**src/rtl/matrix_read_engine.sv**
```systemverilog
// matrix_read_engine: on a controller start pulse, fetches the N x N word matrices A and B over
// AXI4 INCR read bursts and streams every returned word into the local operand buffers.
module matrix_read_engine #(
  parameter int unsigned C_M_AXI_ADDR_WIDTH = 32,
  parameter int unsigned C_M_AXI_DATA_WIDTH = 32,
  parameter int unsigned C_M_AXI_BURST_LEN  = 16,
  parameter int unsigned BUF_ADDR_WIDTH     = 8
) (
  input  logic                          M_AXI_ACLK,
  input  logic                          M_AXI_ARESET,
  input  logic                          init_txn,
  input  logic [31:0]                   MatrixAAddress,
  input  logic [3:0]                    MatrixADimensions,
  input  logic [31:0]                   MatrixBAddress,
  input  logic [3:0]                    MatrixBDimensions,
  output logic                          busy,
  output logic                          read_done,
  output logic                          read_error,
  output logic                          buf_wr_en,
  output logic                          buf_sel,
  output logic [BUF_ADDR_WIDTH-1:0]     buf_wr_addr,
  output logic [C_M_AXI_DATA_WIDTH-1:0] buf_wr_data,
  output logic [C_M_AXI_ADDR_WIDTH-1:0] M_AXI_ARADDR,
  output logic [7:0]                    M_AXI_ARLEN,
  output logic [2:0]                    M_AXI_ARSIZE,
  output logic [1:0]                    M_AXI_ARBURST,
  output logic                          M_AXI_ARVALID,
  input  logic                          M_AXI_ARREADY,
  input  logic [C_M_AXI_DATA_WIDTH-1:0] M_AXI_RDATA,
  input  logic [1:0]                    M_AXI_RRESP,
  input  logic                          M_AXI_RLAST,
  input  logic                          M_AXI_RVALID,
  output logic                          M_AXI_RREADY
);

  localparam logic [7:0] BurstLen = 8'(C_M_AXI_BURST_LEN);

  typedef enum logic [2:0] {StIdle, StAddr, StData, StNext, StDone} state_e;

  state_e                          state_q;
  logic [C_M_AXI_ADDR_WIDTH-1:0]   a_base_q;
  logic [C_M_AXI_ADDR_WIDTH-1:0]   b_base_q;
  logic [3:0]                      b_dim_q;
  logic [BUF_ADDR_WIDTH-1:0]       word_idx_q;
  logic [7:0]                      remaining_q;
  logic [7:0]                      beat_cnt_q;

  logic [7:0]                      a_words_in;
  logic [7:0]                      b_words_in;
  logic [7:0]                      b_words_lat;
  logic [C_M_AXI_ADDR_WIDTH-1:0]   next_addr;
  logic                            beat_last;
  logic                            burst_end;

  // ARLEN for a burst covering up to `words` remaining elements
  function automatic logic [7:0] burst_m1(input logic [7:0] words);
    return (words > BurstLen) ? BurstLen - 8'd1 : words - 8'd1;
  endfunction

  assign M_AXI_ARSIZE  = 3'b010;
  assign M_AXI_ARBURST = 2'b01;

  // Element counts (8-bit products, max 225) and the next burst address in the active matrix
  always_comb begin
    a_words_in  = 8'(MatrixADimensions) * 8'(MatrixADimensions);
    b_words_in  = 8'(MatrixBDimensions) * 8'(MatrixBDimensions);
    b_words_lat = 8'(b_dim_q) * 8'(b_dim_q);
    next_addr   = (buf_sel ? b_base_q : a_base_q)
                  + (C_M_AXI_ADDR_WIDTH'(word_idx_q) << 2);
    beat_last   = (beat_cnt_q == 8'd1);
    burst_end   = beat_last | M_AXI_RLAST;
  end

  // Main control FSM; all outputs registered
  always_ff @(posedge M_AXI_ACLK) begin
    if (M_AXI_ARESET) begin
      state_q       <= StIdle;
      a_base_q      <= '0;
      b_base_q      <= '0;
      b_dim_q       <= '0;
      word_idx_q    <= '0;
      remaining_q   <= '0;
      beat_cnt_q    <= '0;
      busy          <= 1'b0;
      read_done     <= 1'b0;
      read_error    <= 1'b0;
      buf_wr_en     <= 1'b0;
      buf_sel       <= 1'b0;
      buf_wr_addr   <= '0;
      buf_wr_data   <= '0;
      M_AXI_ARADDR  <= '0;
      M_AXI_ARLEN   <= '0;
      M_AXI_ARVALID <= 1'b0;
      M_AXI_RREADY  <= 1'b0;
    end else begin
      buf_wr_en <= 1'b0;
      read_done <= 1'b0;
      unique case (state_q)
        StIdle: begin
          if (init_txn) begin
            a_base_q   <= C_M_AXI_ADDR_WIDTH'(MatrixAAddress);
            b_base_q   <= C_M_AXI_ADDR_WIDTH'(MatrixBAddress);
            b_dim_q    <= MatrixBDimensions;
            read_error <= 1'b0;
            busy       <= 1'b1;
            word_idx_q <= '0;
            if (a_words_in != 8'd0) begin
              buf_sel       <= 1'b0;
              remaining_q   <= a_words_in;
              M_AXI_ARADDR  <= C_M_AXI_ADDR_WIDTH'(MatrixAAddress);
              M_AXI_ARLEN   <= burst_m1(a_words_in);
              M_AXI_ARVALID <= 1'b1;
              state_q       <= StAddr;
            end else if (b_words_in != 8'd0) begin
              // Empty A: go straight to B
              buf_sel       <= 1'b1;
              remaining_q   <= b_words_in;
              M_AXI_ARADDR  <= C_M_AXI_ADDR_WIDTH'(MatrixBAddress);
              M_AXI_ARLEN   <= burst_m1(b_words_in);
              M_AXI_ARVALID <= 1'b1;
              state_q       <= StAddr;
            end else begin
              buf_sel     <= 1'b0;
              remaining_q <= '0;
              state_q     <= StDone;
            end
          end
        end
        StAddr: begin
          if (M_AXI_ARREADY) begin
            M_AXI_ARVALID <= 1'b0;
            beat_cnt_q    <= M_AXI_ARLEN + 8'd1;
            M_AXI_RREADY  <= 1'b1;
            state_q       <= StData;
          end
        end
        StData: begin
          if (M_AXI_RVALID && M_AXI_RREADY) begin
            buf_wr_en   <= 1'b1;
            buf_wr_addr <= word_idx_q;
            buf_wr_data <= M_AXI_RDATA;
            word_idx_q  <= word_idx_q + 1'b1;
            if (remaining_q != 8'd0) remaining_q <= remaining_q - 8'd1;
            if (beat_cnt_q != 8'd0) beat_cnt_q <= beat_cnt_q - 8'd1;
            // Error responses and RLAST/beat-count disagreement are flagged but not fatal
            if ((M_AXI_RRESP != 2'b00) || (beat_last != M_AXI_RLAST)) read_error <= 1'b1;
            if (burst_end) begin
              M_AXI_RREADY <= 1'b0;
              state_q      <= StNext;
            end
          end
        end
        StNext: begin
          if (remaining_q != 8'd0) begin
            M_AXI_ARADDR  <= next_addr;
            M_AXI_ARLEN   <= burst_m1(remaining_q);
            M_AXI_ARVALID <= 1'b1;
            state_q       <= StAddr;
          end else if (!buf_sel && (b_dim_q != 4'd0)) begin
            buf_sel       <= 1'b1;
            word_idx_q    <= '0;
            remaining_q   <= b_words_lat;
            M_AXI_ARADDR  <= b_base_q;
            M_AXI_ARLEN   <= burst_m1(b_words_lat);
            M_AXI_ARVALID <= 1'b1;
            state_q       <= StAddr;
          end else begin
            state_q <= StDone;
          end
        end
        StDone: begin
          read_done <= 1'b1;
          busy      <= 1'b0;
          state_q   <= StIdle;
        end
        default: state_q <= StIdle;
      endcase
    end
  end

endmodule
```
**config.mk**
```make
export PLATFORM = sky130hd
export DESIGN_NAME = matrix_read_engine
export DESIGN_NICKNAME = d
export VERILOG_FILES = /design/src/rtl/matrix_read_engine.sv
export SDC_FILE = /design/constraint.sdc
export NUM_CORES = 1
export LEC_CHECK = 0
export CAP_MARGIN = 10
export CELL_PAD_IN_SITES_DETAIL_PLACEMENT = 0
export CELL_PAD_IN_SITES_GLOBAL_PLACEMENT = 1
export CORE_MARGIN = 3
export CORE_UTILIZATION = 34
export CTS_CLUSTER_DIAMETER = 120
export DETAILED_ROUTE_END_ITERATION = 7
export HOLD_SLACK_MARGIN = 0.12
export PLACE_DENSITY_LB_ADDON = 0.1
export SLEW_MARGIN = 10
export SYNTH_ARGS = -nofsm -noshare
export SYNTH_HDL_FRONTEND = slang
export SYNTH_SLANG_ARGS = --single-unit
```
**constraint.sdc**
```tcl
create_clock -name M_AXI_ACLK -period 3.8 [get_ports M_AXI_ACLK]
set_clock_uncertainty 0.1 [all_clocks]
set_input_delay 0.76 -clock M_AXI_ACLK [delete_from_list [all_inputs] [get_ports M_AXI_ACLK]]
set_output_delay 0.76 -clock M_AXI_ACLK [all_outputs]
set_load 0.05 [all_outputs]
```
* After elaboration in Yosys (flattened, before gate mapping) *
Index checks and enable logic that the tools add are counted.

word-level totals
  register bits = 182
  input bits = 112
  output and inout port bits = 92
  word-level logic and storage cells = 149

operators by class
  $lt $le $gt $ge = 4
  reductions and logical operators = 30
  add/sub/neg operators = 8
  equal/unequal tests = 17
  bitwise gates (word level) = 2
  multiplexer cells = 67
  $mul = 3

operators with widths
  kind                   number
  $mux W32               6
  $mux W8                23
  $pmux W32 S2           1
  $pmux W8 S3            2
  $sub A8 B1 Y8 const B  5
  $add A32 B10 Y32       1
  $gt A8 B5 Y1 const B   4
  $pmux W8 S2            2
  $reduce_bool A8 Y1     4
  $mul A4 B4 Y8          3
  $mux W3                8
  $reduce_and A4 Y1      6
  $mux W1                19
  $ne A2 B2 Y1 const B   9
  $add A8 B1 Y8 const B  2
  $pmux W3 S4            1
  $reduce_and A5 Y1      2
  $reduce_bool A2 Y1     5
  $eq A8 B1 Y1 const B   1
  $pmux W1 S2            4
  $eq A3 B2 Y1 const B   2
  $ne A3 B3 Y1 const B   2
  $reduce_and A2 Y1      3
  $reduce_and A6 Y1      1
  other kinds (13)       15

* Depth between registers and ports, before layout *
  depth after elaboration = 7
  depth in mapped cells = 17
  mapped depth without buffers = 11

* Worst setup path before layout *
No wires, ideal clock.

  path kind = reg-to-reg
  start point = register buf_sel
  end point = register M_AXI_ARADDR[11]
  library setup time = 0.117 ns
  arrival = 4.302 ns
  setup slack = -0.719 ns
  required time = 3.583 ns
  buffers on the path = 7
  cell stages (with the launch flop) = 17
  period minus slack after synthesis = 4.519 ns
  path through = dfxtp_1 -> buf_6 -> buf_4 -> buf_4 -> clkbuf_1 -> buf_2 -> buf_1 -> mux2_2 -> ha_1 -> clkbuf_1 -> a21o_1 -> a221oi_1 -> o21ai_2 -> nand2_1 -> mux2_2 -> a211o_1 -> a32o_1

between the ends
  cells in the longest elaborated chain, start to end = 4
  elaborated cells between the ends (all ways) = 8
  those cells by class = add/sub: 1; eq/ne: 1; mux: 3; reduce/logical: 3

ends and longest elaborated chain
  what                                                     line     RTL
  start: declaration                                       20       output logic buf_sel,
  start signal: assignment                                 88       buf_sel <= 1'b0;
  start signal: assignment                                 108      buf_sel <= 1'b0;
  start signal: assignment                                 116      buf_sel <= 1'b1;
  $mux W32 or $logic_not A1 Y1 (tied branches)             68, 159
  $add A32 B10 Y32 or $logic_and A1 B1 Y1 (tied branches)  69, 159
  $mux W32 or $ne A3 B3 Y1 (tied branches)                 n/a
  $pmux W32 S2 or $reduce_and A4 Y1 (tied branches)        n/a
  end signal: assignment                                   110      M_AXI_ARADDR <= C_M_AXI_ADDR_WIDTH'(MatrixAAddress);
  end signal: assignment                                   155      M_AXI_ARADDR <= next_addr;
  end signal: assignment                                   163      M_AXI_ARADDR <= b_base_q;
  end: declaration                                         23       output logic [C_M_AXI_ADDR_WIDTH-1:0] M_AXI_ARADDR,

Several ways; a longest one is shown, not always the timed one.
A chain may end at the register's enable or synchronous reset.

* Worst setup path after layout *
  start point = input port MatrixBDimensions[2]
  end point = register M_AXI_ARADDR[23]

between the ends
  cells in the longest elaborated chain, start to end = 4

ends and longest elaborated chain
  what                         line  RTL
  start: declaration           15    input logic [3:0] MatrixBDimensions,
  $mul A4 B4 Y8                66    b_words_in = 8'(MatrixBDimensions) * 8'(MatrixBDimensions);
  $reduce_bool A8 Y1           114   end else if (b_words_in != 8'd0) begin
  $ne A3 B3 Y1 (no line)       n/a
  $reduce_and A4 Y1 (no line)  n/a
  end signal: assignment       110
  end signal: assignment       118   M_AXI_ARADDR <= C_M_AXI_ADDR_WIDTH'(MatrixBAddress);
  end signal: assignment       155

No other way between the ends.

==> metrics.md <==
| Metric | Value |
|---|---|
| Dpl ws | -0.1249 ns |
| Worst-margin pin slew | 1.027 ns |
| Nets@finish | 1725 |
| Max frequency | around 290 MHz |
| CP arrival | 3.67 ns |
| Leak | between 5 and 6 nW |
| Most frequent cells in the layout | 338 x nand2_1, 197 x clkdlybuf4s50_1, 181 x dfxtp_1, 175 x a21oi_1, 84 x nor2_1 |
| Resized Gates After CTS | 0 |
| Layout cells sized above 1 | 8.443% |
| Async set-reset flop share out of synthesis | 0% |
| Ys flop type | dfxtp_1 |
| Overflow after GRT | 0 |
| Routed wl met3 | 2349 um |
| Met2 wire length | about 16000 um |
| Half-perimeter wire length after placement | between 20000 and 30000 um |
| Clock-pin slew on the worst setup and hold paths | around 0.070 ns |
| Placed cell count | 1963 |
| Final instance area | 13720 sq um |
| Power consumption | 5.833 mW |
| Clock buffer count from CTS | 17 |
| # DRC | 0 |
| Core ar. | 30670 sq um |
| CTS Buffer Depth | 2 |
| Peak supply drop | between 0.3 and 0.4 mV |
| Final cell count without fillers | 1995 |
| Port bufs | 198 |
| # diodes | 0 |
| Crit path time final | about 3.5 ns |
| Area of the die | approximately 33000 sq um |
| Worst setup SP type | input pin |
| Synth top area share | between 30% and 40% |
| Max Cap Viol | 0 |
| Die width | ~180 um |
| Layout overhead on the synthesized area | 29.33% |
| Pwr/cell area | ~430 nW/um^2 |
| Final core utilization | 44.74% |
| Worst min path class | register to register |
| Clk root buf | clkbuf_16 |
| Total negative setup slack | 0 ns |
| Initial Utilization | roughly 35% |
| Critical Path Fanout Max | 19 |
| CTS tree | yes |
| Post-synthesis sequential area ratio | between 30% and 40% |
| Synthesized area per cell | approximately 7.5 sq um |
| Synth top area cells | dfxtp_1 34%, nand2_1 12%, a21oi_1 8.3% |
| Row cnt | between 60 and 70 |
| Iter 0 DRT Violations | just over 600 |
| FF+latch count, synth | ~180 |
| Max Used Layer | met5 |
| DR vias | roughly 11000 |
| Initial antenna violation count | 1 |
| Yosys top cell by area | dfxtp_1 |
| Pins Over Slew Limit | 0 |
| Hold Slack | between 0.3 and 0.4 ns |
| DRT met1 WL | roughly 17000 um |
| Cts hold-fix bufs | 0 |
| Number of synthesized flops with an enable pin | 0 |
| GPL Wtd Cong | about 0.86 |
| Syn Inst Count | approximately 1400 |
| Per-cell routed wire length | around 18 um |
| RSZ-0062 raised after global routing | no |
| Vias in the first global route | 10200 |
| Library cells used by synthesis | 85 |
| Largest net degree at the start of global routing | 87 |
| Die Ht | 182.6 um |
| Max_slew headroom | a little under a third |
| Fin. Hold Viols | 0 |
| Area of the mapped netlist | 10610 sq um |
| Final Cycle Share | 91.41% |
| Setup Buffers After CTS | 0 |
| Final-report setup violation count | 0 |
| Placement-stage cell area | about 13000 sq um |
| First-pass GRT wire length | 57750 um |
| Setup CP Type | input pin to register |
| Final wirelength | roughly 37000 um |
| Via density per instance | ~5.3 |
| Setup crit end kind | register |
| Worst Slack Setup Final | between 0.3 and 0.4 ns |
| GRT Overall Usage | a little over a fifth |
| Synth Warn # | 0 |
| WP data required | roughly 4.0 ns |
| DR pass1 iterations | 5 |
| H-tree Lvls | 4 |
| Clock Sinks | around 180 |
| Worst skew pair latency | 0.44 ns |
| Ports | 204 |
| Status | finished, final reports clean |
| Commonest non-fill, non-tap cell in the layout | nand2_1 |
| Antenna viol nets, final | 0 |
[worst max-delay path, stage by stage]
cell             delay (ns)
clkdlybuf4s50_1        0.49
nor2b_1                0.17
and2_1                 0.20
fa_1                   0.44
or3_1                  0.34
nor2_1                 0.10
o211ai_1               0.20
o32ai_4                0.34
buf_12                 0.20
nor2_1                 0.06
nand2_1                0.22
o32ai_1                0.13
[where the power goes]
group / internal (mW) / switching (mW) / leakage (nW) / total, mW
registers: 2.04 / 0.167 / 1.49 / 2.21
clock network: 1.01 / 0.873 / 0.288 / 1.88
logic: 0.662 / 1.08 / 3.31 / 1.74
total: 3.72 / 2.12 / 5.08 / 5.83
[final timing paths]
kind,startpoint,end,slack (ns),depth (start not counted)
min reg2reg,b_base_q[0],b_base_q[0],0.35,2
max reg2reg,buf_sel,M_AXI_ARADDR[28],0.49,11
max,MatrixBDimensions[2],M_AXI_ARADDR[23],0.33,12
min,b_base_q[0],b_base_q[0],0.35,2
[cell usage after synthesis, types with 23 or more instances]
| cell type | instances |
|---|---|
| nand2_1 | 340 |
| dfxtp_1 | 182 |
| a21oi_1 | 175 |
| nor2_1 | 84 |
| clkbuf_1 | 74 |
| o21ai_0 | 44 |
| nand3_1 | 42 |
| mux2i_1 | 33 |
| nor3_1 | 29 |
| xnor2_1 | 28 |
| ha_1 | 24 |
| xor2_1 | 23 |
[flip-flops by register name, summed over array words and instances (netlist names), 4 cells and up]
signal,count
M_AXI_ARADDR,32
M_AXI_ARLEN,8
a_base_q,32
b_base_q,32
b_dim_q,4
beat_cnt_q,8
buf_wr_addr,8
buf_wr_data,32
remaining_q,8
word_idx_q,8
[metal layers]
| metal | GRT usage [%] | vias to the layer above |
|---|---|---|
| li1 | - | 5301 |
| met2 | 34.76 | 281 |
| met1 | 29.25 | 5019 |
| met5 | 0 | - |
| met4 | 5.789 | 2 |
| met3 | 5.222 | 32 |
[layout make-up]
| cell class | count | area (sq um) |
|---|---|---|
| Clock buffer | 19 | 442.9 |
| Clock inverter | 13 | 156.4 |
| Fill cell | 3126 | 16950 |
| Inverter | 16 | 60.06 |
| Multi-Input combinational cell | 1115 | 6469 |
| Sequential cell | 182 | 3647 |
| Tap cell | 396 | 495.5 |
| Timing Repair Buffer | 254 | 2450 |
[kinds of logic (layout without fill, tap and decap cells)]
| family | Yosys count | in the layout | synth area share [%] |
|---|---|---|---|
| and+or+nand+nor | 625 | 625 | 27.24 |
| buffers and inverters | 123 | 302 | 4.977 |
| muxes | 48 | 48 | 4.706 |
| xor gates and xnor gates | 51 | 51 | 4.210 |
| other | 2 | 5 | 0.07079 |
| DFF | 182 | 182 | 34.34 |
| adders and majority gates | 27 | 27 | 3.397 |
| AOI/OAI and AO/OA | 359 | 359 | 21.05 |
No activity file was read; power rests on OpenSTA's default activity.
